## src/rtl/syncfifo_pkg.sv

```systemverilog
// Shared types and defaults for syncfifo and its write-side arbiter.
// Arbiter state encoding and the FIFO data width live here.
package syncfifo_pkg;

  typedef enum logic {
    IDLE = 1'b0,
    BUSY = 1'b1
  } arb_state_e;

  localparam int FIFO_DW = 8;

endpackage

```

## src/rtl/syncfifo_wr_arb_rr_pick.sv

```systemverilog
// Round-robin pick: first valid index at or after i_ptr, wrapping.
// Purely combinational; o_any flags that some requester is valid.
module rr_pick #(
  parameter int N  = 4,
  parameter int PW = 2
) (
  input  logic [N-1:0]  i_valid,
  input  logic [PW-1:0] i_ptr,
  output logic [PW-1:0] o_idx,
  output logic          o_any
);

  logic [2*N-1:0] w_dbl;
  logic [N-1:0]   w_rot;
  logic [PW:0]    w_sum;

  // Rotate so bit k of w_rot is requester (i_ptr + k) mod N
  assign w_dbl = {i_valid, i_valid};
  assign w_rot = w_dbl[i_ptr +: N];
  assign o_any = |w_rot;

  always_comb begin
    w_sum = '0;
    o_idx = '0;
    for (int k = N - 1; k >= 0; k--) begin
      if (w_rot[k]) begin
        w_sum = {1'b0, i_ptr} + (PW+1)'(k);
        if (w_sum >= (PW+1)'(N)) begin
          w_sum = w_sum - (PW+1)'(N);
        end
        o_idx = w_sum[PW-1:0];
      end
    end
  end

endmodule

```

## src/rtl/syncfifo_wr_arb.sv

```systemverilog
// Round-robin write-port arbiter placing NREQ producers onto syncfifo.
// Bounded bursts, stalls on full, releases on burst end or producer idle.
module syncfifo_wr_arb
  import syncfifo_pkg::*;
#(
  parameter int NREQ      = 4,
  parameter int DW        = FIFO_DW,
  parameter int MAX_BURST = 4
) (
  input  logic               clk,
  input  logic               reset,
  input  logic [NREQ-1:0]    req_valid,
  input  logic [NREQ*DW-1:0] req_data,
  output logic [NREQ-1:0]    req_ready,
  input  logic               fifo_full,
  output logic               fifo_write_en,
  output logic [DW-1:0]      fifo_data_in,
  output logic [NREQ-1:0]    grant,
  output logic               busy
);

  localparam int PW = $clog2(NREQ);
  localparam int CW = $clog2(MAX_BURST + 1);

  arb_state_e    r_state;
  arb_state_e    w_state_nxt;
  logic [PW-1:0] r_owner;
  logic [PW-1:0] r_rr_ptr;
  logic [CW-1:0] r_beat_cnt;

  logic [PW-1:0]   w_pick_idx;
  logic            w_pick_any;
  logic [NREQ-1:0] w_own_oh;
  logic [DW-1:0]   w_own_data;
  logic            w_busy;
  logic            w_own_valid;
  logic            w_accept;
  logic            w_last;
  logic            w_release;
  logic [PW-1:0]   w_next_ptr;

  rr_pick #(
    .N  (NREQ),
    .PW (PW)
  ) u_pick (
    .i_valid (req_valid),
    .i_ptr   (r_rr_ptr),
    .o_idx   (w_pick_idx),
    .o_any   (w_pick_any)
  );

  always_comb begin
    w_own_oh   = '0;
    w_own_data = '0;
    for (int i = 0; i < NREQ; i++) begin
      if (r_owner == PW'(i)) begin
        w_own_oh[i] = 1'b1;
        w_own_data  = req_data[i*DW +: DW];
      end
    end
  end

  assign w_busy      = (r_state == BUSY);
  assign w_own_valid = |(req_valid & w_own_oh);
  assign w_accept    = w_busy & w_own_valid & ~fifo_full;
  assign w_last      = w_accept &
                       (r_beat_cnt == CW'(MAX_BURST - 1));
  // An idle producer frees the port even while the FIFO is full
  assign w_release   = w_busy & (w_last | ~w_own_valid);
  assign w_next_ptr  = (r_owner == PW'(NREQ - 1)) ?
                       '0 : r_owner + PW'(1);

  always_comb begin
    w_state_nxt = r_state;
    unique case (r_state)
      IDLE: if (w_pick_any) w_state_nxt = BUSY;
      BUSY: if (w_release)  w_state_nxt = IDLE;
      default: w_state_nxt = IDLE;
    endcase
  end

  always_ff @(posedge clk or negedge reset) begin
    if (!reset) begin
      r_state    <= IDLE;
      r_owner    <= '0;
      r_rr_ptr   <= '0;
      r_beat_cnt <= '0;
    end else begin
      r_state <= w_state_nxt;
      if (r_state == IDLE && w_pick_any) begin
        r_owner    <= w_pick_idx;
        r_beat_cnt <= '0;
      end
      if (w_accept) begin
        r_beat_cnt <= r_beat_cnt + CW'(1);
      end
      if (w_release) begin
        r_rr_ptr <= w_next_ptr;
      end
    end
  end

  assign busy          = w_busy;
  assign grant         = w_busy ? w_own_oh : '0;
  assign req_ready     = w_accept ? w_own_oh : '0;
  assign fifo_write_en = w_accept;
  assign fifo_data_in  = w_busy ? w_own_data : '0;

endmodule

```

## config.mk

```make
export PLATFORM = sky130hd
export DESIGN_NAME = syncfifo_wr_arb
export DESIGN_NICKNAME = d
export VERILOG_FILES = /design/src/rtl/syncfifo_pkg.sv /design/src/rtl/syncfifo_wr_arb_rr_pick.sv /design/src/rtl/syncfifo_wr_arb.sv
export SDC_FILE = /design/constraint.sdc
export NUM_CORES = 1
export LEC_CHECK = 0
export CORE_MARGIN = 2
export CORE_UTILIZATION = 35
export DETAILED_ROUTE_END_ITERATION = 8
export GPL_TIMING_DRIVEN = 0
export PLACE_DENSITY_LB_ADDON = 0.25
export SLEW_MARGIN = 0
export SYNTH_ARGS = -nofsm -noshare
export SYNTH_HDL_FRONTEND = slang
export SYNTH_SLANG_ARGS = --single-unit
```

## constraint.sdc

```tcl
create_clock -name clk -period 2.7 [get_ports clk]
set_clock_uncertainty 0.1 [all_clocks]
set_input_delay 0.675 -clock clk [delete_from_list [all_inputs] [get_ports clk]]
set_output_delay 0.675 -clock clk [all_outputs]
set_load 0.03 [all_outputs]
```

* Yosys cells after proc, flatten, opt, wreduce, memory -nomap -nowiden
Cells that the tools add are included.
** Word-level totals
- Word-level logic and storage cells :: 61
- Output and inout port bits :: 18
- Bits in registers :: 8
** Operators by class
- Magnitude comparators :: 4
- Shift-type cells :: 1
- Mux-type cells :: 25
- Eq/ne operators :: 4
- Add/subtract/negate cells :: 9
- Reductions and logical operators :: 5
- Bitwise logic cells :: 9
** Operators by type and width (count)
- two-way mux 8 bit :: 5
- two-way mux 2 bit :: 9
- greater-or-equal comparator 3 bit (second input constant) :: 3
- two-way mux 4 bit :: 2
- OR reduction 4 bit :: 2
- variable part select 8 x 3 -> 4 bit :: 1
- subtractor 2 x 1 -> 2 bit (second input constant) :: 4
- adder 2 x 2 -> 3 bit (second input constant) :: 2
- two-way mux 1 bit :: 6
- two-way mux 3 bit :: 2
- bitwise AND 1 bit :: 4
- bitwise AND 4 bit :: 1
- == test 2 bit (second input constant) :: 2
- adder 2 x 1 -> 3 bit (second input constant) :: 1
- adder 3 x 1 -> 3 bit (second input constant) :: 1
- == test 3 x 2 -> 1 bit (second input constant) :: 1
- greater-or-equal comparator 2 x 3 -> 1 bit (second input constant) :: 1
- inverter 1 bit :: 3
- adder 2 x 1 -> 2 bit (second input constant) :: 1
- == test 2 x 1 -> 1 bit (second input constant) :: 1
- logical NOT 2 bit :: 1
- case mux 1 bit (2 select lines) :: 1
- nonzero test 2 bit :: 1
- logical AND 1 bit :: 1
- OR 1 bit :: 1

* Depth between registers and ports, before layout
Gate-level depths: netlist (run 1).
- Word-level depth :: 11
- Mapped depth :: 7
- Depth with buffers taken out :: 5

* Hierarchy
A second synthesis (run 1) with hierarchy kept.
** Second synthesis, totals
- Cell total of the unflattened synthesis :: 123
- Area, all modules :: 960.9 um^2
** By module, submodules not included
- syncfifo_wr_arb :: area each 883.3 um^2, cells each 110, sequential area each 200.2 um^2, times used 1
- rr_pick :: area each 77.6 um^2, cells each 13, sequential area each 0.0 um^2, times used 1

* Worst setup path after synthesis (run 1)
Ideal clock, no wire load.
- Path kind :: reg-to-output
- Start :: register r_owner[0]
- End :: output fifo_data_in[0]
- Data required time :: 1.925 ns
- Data arrival time :: 1.805 ns
- Slack :: 0.120 ns
- Cell stages (with the launch flop) :: 7
- Path buffers :: 2
- Cells stage by stage :: dfrtp_1 inv_1 ha_1 buf_2 buf_1 a221o_1 a21oi_1
** On the way
- Longest elaborated chain between the ends :: 6
- Elaborated cells between the ends (all ways) :: 9
- Those cells by class :: eq/ne (3); mux (5); reduce/logical (1)
** Ends and longest elaborated chain
- from (decl) :: line syncfifo_wr_arb.sv:27 : logic [PW-1:0] r_owner;
- from (signal assigned) :: line syncfifo_wr_arb.sv:91 : r_owner <= w_pick_idx;
- logical NOT 2 bit :: line syncfifo_wr_arb.sv:56 : if (r_owner == PW'(i)) begin
- two-way mux 8 bit (3 in series) :: line syncfifo_wr_arb.sv:56
- two-way mux 8 bit * :: line syncfifo_wr_arb.sv:56
- two-way mux 8 bit * :: line syncfifo_wr_arb.sv:107 : assign fifo_data_in = w_busy ? w_own_data : '0;
- to (decl) :: line syncfifo_wr_arb.sv:17 : output logic [DW-1:0] fifo_data_in,
Mark *: on every way between the ends. The rest lies on a longest branch, timed or not.

* Final worst setup path (run 1)
- Start :: register r_owner[0]
- End :: output grant[3]
** On the way
- Longest elaborated chain between the ends :: 3
** Ends and longest elaborated chain
- == test 2 bit :: line syncfifo_wr_arb.sv:56
- two-way mux 1 bit :: line syncfifo_wr_arb.sv:56
- two-way mux 4 bit :: line syncfifo_wr_arb.sv:104 : assign grant = w_busy ? w_own_oh : '0;
- to (decl) :: line syncfifo_wr_arb.sv:18 : output logic [NREQ-1:0] grant,
No other way between the ends.

==> results.md, run 1 <==
* Status: completed
* Max clock buf depth at 2
* Syn Std Cell Area at 948.4 µm²
* Synth warn at 0
* Reg clk slew, reported paths at 0.05 ns
* Synth unique cells at 30
* Reg2Reg Setup Slack at 0.84 ns
* Min Clock Period, post-route at 2.660 ns
* Register area at 200.2 µm²
* Top-area cell type share of the netlist area at 0.2111
* Leakage at 0.0007209 µW
* Worst-margin pin slew at 0.6141 ns
* CTS buffer count at 3
* Syn_area_per_cell at 7.903 µm²
* Area delta synth->final at 75.20%
* Fin cells at 215
* Final setup viols at 0
* Die ar. at 3142 µm²
* Worst hold start: r_beat_cnt[0]
* # DRC at 0
* Pin count of the biggest net entering global routing at 11
* Clock Latency Late Sink at 0.26 ns
* # IOs at 57
* Hold Path End: r_beat_cnt[0]
* CTS H-tree lvls at 1
* Final ANT Viol Nets at 0
* Worst Path Required at 1.92 ns
* Crit path buf inv count at 4
* Multi-input logic area at 690.7 µm²
* Pwr dens at 1081 nW/µm²
* Vias in the first global route at 1176
* Fin. Hold Viols at 0
* Maximum clock frequency at 0.3759 GHz
* Slew HR at 0.5906
* RSZ-0062 raised after global routing: true
* Vias at 1189
* Ordered cell list for the critical path: buf_6, ha_1, clkbuf_4, clkbuf_4, and2_1, clkdlybuf4s15_2
* Die Width at 56.06 µm
* Iter 0 DRT Violations at 43
* GPL Wtd Cong at 0.7959
* Dpl cells at 206
* Reg2reg start: r_owner[0]
* Layout cell share with drive strength beyond 1 at 0.2595
* Antenna violations before repair at 0
* Max IR drop VDD at 0.8068 mV
* Fin. max-slew vios at 0
* CP delay by family, top: buffers and inverters
* FF-to-FF End: r_rr_ptr[1]
* R2R cell count at 6
* CP Max Fanout at 10
* Global-route wire length before repair at 5430 µm
* Root buf cell: clkbuf_4
* # fillers at 224
* Synth area leader: dfrtp_1
* Number of antenna diodes at 0
* Syn Inst Count at 120
* Starting Density at 0.3760
* Die H at 56.06 µm
* Max Cap Violations at 0
* Final Total Pwr at 1796 µW
* Post-DP HPWL at 2401 µm
* I/O Buffers at 56
* Hold Crit Depth at 1
* Total GRT Usage at 0.2099
* Placed cell area at 1546 µm²
* Core Area at 2522 µm²
* Top area cells in the synthesized netlist: dfrtp_1 21%, a21oi_1 9.5%, a221o_1 8.4%
* WL per Instance at 15.88 µm
* HP Class: reg -> reg
* CTS Hold Bufs at 0
* Row count at 18
* CP max stage cell: dfrtp_1
* Seq/Total Area, Yosys at 0.2111
* Via density at 5.530
* CP most frequent cell: clkbuf_4
* Fin area at 1662 µm²
* WL final at 3414 µm
* Slowest stage delay, CP at 0.41 ns
* Fin Hold WS at 0.3839 ns
* Syn_nets at 165
* Final worst-path cycle share at 0.9853
* CP Data Arrival Time at 1.89 ns
* Crit end category: output pin
* Gr ovfl total at 0
* CP Launch Type: flop
* Crit Path Category: reg -> out
* FF+latch count, synth at 8
* DR pass1 iterations at 4
* CTS Sinks at 8
* Nets at 232
* CTS tree: yes
-- worst max-delay path by stage --
stage / start / to / depth (start not counted)
4_1_cts: r_owner[1] / fifo_data_in[6] / 8
5_1_grt: r_owner[0] / grant[3] / 6
3_3_place_gp: req_valid[1] / req_ready[3] / 5
6_report: r_owner[0] / grant[3] / 6
2_1_floorplan: r_owner[0] / fifo_data_in[0] / 6
3_5_place_dp: req_valid[1] / req_ready[3] / 5
-- metrics by stage --
stage	utilization	setup TNS, ns	setup slack, ns
floorplan	-	0	0.1199
global placement	0.6131	-7.244	-0.7687
detailed placement	0.6131	-7.684	-0.7997
CTS	0.6359	0	0.002517
global route	0.6587	-0.2138	-0.04575
finish	0.6587	0	0.03956
-- placed cells by master (no fill, tap or decap), types with 6 or more instances in the layout --
cell type and instances:
o21ai_0 6, a221o_1 8, a21oi_1 13, dfrtp_1 8, and2_1 8, buf_4 8
inv_1 11, nand2_1 11, buf_6 9, nand3b_1 9, clkdlybuf4s50_1 35
-- power by group --
part	switching, µW	leakage [µW]	internal, µW
Sequential	65.7	0.000102	173
Combinational	786	0.000605	681
Clock	39.6	0.0000138	50.8
-- sequential cells by signal, summed over array words and instances, names as in the netlist --
register	cells
busy	1
r_beat_cnt	3
r_owner	2
r_rr_ptr	2
-- Yosys cell counts --
master / n
a211o_1: 1
ha_1: 6
dfrtp_1: 8
mux2i_1: 4
o22ai_1: 1
o311ai_0: 1
o41ai_1: 2
or3b_2: 1
clkbuf_1: 3
buf_1: 1
nand2_1: 11
nor2_1: 1
a21o_1: 1
or2_0: 1
nand3b_1: 9
a21oi_1: 18
a22o_1: 2
o21ai_0: 6
a211oi_4: 1
buf_4: 2
inv_1: 13
nor2b_1: 2
nand4b_1: 1
and2_1: 8
buf_2: 3
o311ai_1: 1
a22oi_2: 2
a221o_1: 8
nor4_2: 1
a21boi_0: 1
-- what timing repair did --
action / CTS / global route
setup endpoints to repair: 17 / 15
pin swaps: 1 / 1
gates resized for setup: 84 / 39
endpoints found under the hold margin: 0 / 0
setup buffers: 4 / 0
gates cloned: 0 / 2
-- per-layer routing --
metal  track usage  part of all wire  vias up
met5             0                 0        -
met4       0.01701                 0        0
met3       0.05116             0.060        0
met2        0.3714              0.51       50
met1        0.2673              0.43      569
li1              -                 -      570
-- kinds of logic (layout without fill, tap and decap cells) --
kind of cell	Yosys count	after routing	synth area share
compound gates	45	45	0.3457
simple gates	35	35	0.2230
buf+inv	22	87	0.09893
flops	8	8	0.2111
fa+ha+maj	6	6	0.07915
mux	4	4	0.04222
-- layout make-up --
cell class	instances	area share
Timing Repair Buffer	62	0.3486
Buffer	9	0.04970
Clock buffer	3	0.01355
Sequential cell	8	0.1205
Inverter	13	0.02937
Tap cell	30	0.02259
Multi-Input combinational cell	90	0.4157
Power figures use the tool's default switching activity.
==> inputs of run 2 (changes only) <==
Settings changed: CORE_UTILIZATION 35 to 37.
==> results.md, run 2 (synthesis results as in run 1) <==
* Status: completed
* CTS tree: yes
* CTS Sinks at 8 (unchanged)
* CP Data Arrival Time at 1.87 ns (-0.02 ns)
* Layout cell share with drive strength beyond 1 at 0.2378 (-0.02162)
* Row count at 18 (unchanged)
* Gr ovfl total at 0 (unchanged)
* Fin. max-slew vios at 0 (unchanged)
* Setup_tns at 0 ns (unchanged)
* Maximum clock frequency at 0.3782 GHz (+0.62%)
* Min Clock Period, post-route at 2.644 ns (-0.01645 ns)
* Largest Register: r_beat_cnt
* Global-route wire length before repair at 4340 µm (-20%)
* CTS buffer count at 3 (unchanged)
* Area delta synth->final at 74.27%
* Iter 0 DRT Violations at 37 (-14%)
* GPL Wtd Cong at 0.7865 (-1.2%)
* Crit end category: output pin
* Commonest non-fill, non-tap cell in the layout: clkdlybuf4s50_1
* WL final at 3025 µm (-11%)
* Slew HR at 0.6383 (+0.04765)
* Post-DP HPWL at 2320 µm (-3.4%)
* Fin Hold WS at 0.3817 ns (-0.002170 ns)
* Vias at 1141 (-4.0%)
* Max clock buf depth at 2 (unchanged)
* Die H at 54.63 µm (-2.5%)
* Reg clk slew, reported paths at 0.05 ns (about the same)
* # IOs at 57 (unchanged)
* HP Class: reg -> reg
* Crit path buf inv count at 3 (-1)
* Leakage at 0.0007158 µW (-0.71%)
* Number of antenna diodes at 0 (unchanged)
* Core Area at 2455 µm² (-2.7%)
* Crit Path Category: in -> out
* Fin cells at 215 (unchanged)
* Ordered cell list for the critical path: clkdlybuf4s15_1, a22oi_2, a211oi_4, buf_4, and2_1, buf_2
* CP delay by family, top: buffers and inverters
* Most frequent cells in the layout: 35 x clkdlybuf4s50_1, 15 x a21oi_1, 11 x inv_1, 11 x nand2_1
* Final ANT Viol Nets at 0 (unchanged)
* CTS H-tree lvls at 1 (unchanged)
* RSZ-0062 raised after global routing: true
* Largest register FFs at 3 (unchanged)
* Register area at 200.2 µm² (unchanged)
* # DRC at 0 (unchanged)
* Via density at 5.307 (-4.0%)
* CP Launch Type: input port
* Final setup viols at 0 (unchanged)
* WL per Instance at 14.07 µm (-11%)
* Pwr dens at 1050 nW/µm² (-2.8%)
* Slowest stage delay, CP at 0.30 ns (-0.11 ns)
* Worst Path Required at 1.92 ns (about the same)
* DR pass1 iterations at 4 (unchanged)
* Max IR drop VDD at 0.8197 mV (+1.6%)
* Die ar. at 2984 µm² (-5.0%)
* CP max stage cell: clkdlybuf4s15_1
* Pin count of the biggest net entering global routing at 11 (unchanged)
* I/O Buffers at 56 (unchanged)
* Dpl cells at 206 (unchanged)
* Worst-margin pin slew at 0.5381 ns (-0.07595 ns)
* # fillers at 209 (-6.7%)
* Die Width at 54.63 µm (-2.5%)
* Nets at 232 (unchanged)
* Max Cap Violations at 0 (unchanged)
* CP Max Fanout at 5 (-5)
* Fin. Hold Viols at 0 (unchanged)
* Final worst-path cycle share at 0.9793 (-0.006093)
* Largest registers: r_beat_cnt: 3 flops, r_owner: 2 flops, r_rr_ptr: 2 flops
* Root buf cell: clkbuf_4
* Starting Density at 0.3863 (+0.01035)
* Vias in the first global route at 1022 (-13%)
* Antenna violations before repair at 0 (unchanged)
* Multi-input logic area at 683.2 µm² (-1.1%)
* Total GRT Usage at 0.1998 (-0.01012)
* Clock Latency Late Sink at 0.25 ns (about the same)
run 2: changes by cell type in the layout (fill, tap and decap cells not counted), moves of 2 or more:
cell	delta
a21oi_1	+2
a21oi_2	-2
clkbuf_2	-3
clkdlybuf4s15_1	+2
run 2: metal layers:
| metal | track usage | share of wire |
|---|---|---|
| met5 | 0 | 0 |
| met2 | 0.3651 | 0.47 |
| met3 | 0.05738 | 0.11 |
| met4 | 0.02500 | 0 |
| met1 | 0.2337 | 0.42 |
run 2: stage by stage:
| step | power (µW) | area [µm²] | worst slack (ns) | utilization |
|---|---|---|---|---|
| final | 1736 | 1653 | 0.05601 | 0.6733 |
| after global routing | 1876 | 1653 | -0.02201 | 0.6733 |
| after CTS | 1625 | 1598 | -0.01547 | 0.6509 |
| after detailed placement | 1518 | 1546 | -0.8195 | 0.6300 |
| after global placement | 1497 | 1546 | -0.7623 | 0.6300 |
| after floorplan | 1075 | 948.4 | 0.1199 | - |
run 2: repair_timing:
item                                    4_1_cts  5_1_grt
pin swaps                                     2        4
hold buffers                                  0        0
hold endpoints to repair                      0        0
gates cloned                                  0        1
resized for setup                            85       33
setup buffers                                 3        2
endpoints found under the setup margin       17       15
run 2: final timing paths:
path | from | endpoint | slack [ns] | cells past startpoint
hold / removal | r_beat_cnt[0] | r_beat_cnt[0] | 0.38 | 1
max in group asynchronous | reset | r_owner[1] | 1.65 | 1
hold reg to reg | r_beat_cnt[0] | r_beat_cnt[0] | 0.38 | 1
min in group asynchronous | reset | r_rr_ptr[0] | 0.59 | 1
setup reg to reg | r_owner[0] | r_rr_ptr[1] | 0.86 | 6
setup / recovery | req_valid[2] | req_ready[0] | 0.06 | 6
run 2: layout make-up:
class / instances / share of cell area
inverters: 13 / 0.02952
repair buffers: 62 / 0.3497
flip-flops and latches: 8 / 0.1211
clock buffers: 3 / 0.01363
plain buffers: 9 / 0.04996
well taps: 30 / 0.02271
multi-input cells: 90 / 0.4133
run 2: worst register-to-register path, cell delays in order, from the launching register on:
cell      delay, ns
dfrtp_1        0.41
buf_6          0.14
ha_4           0.16
buf_6          0.12
a22o_1         0.25
o311ai_0       0.38
o21ai_0        0.15
run 2: power by group:
| group | leakage (µW) | internal (µW) | total (µW) | switching [µW] |
|---|---|---|---|---|
| Clock | 0.0000138 | 50.6 | 88.1 | 37.5 |
| Combinational | 0.000600 | 657 | 1410 | 754 |
| Sequential | 0.000102 | 173 | 237 | 64.7 |
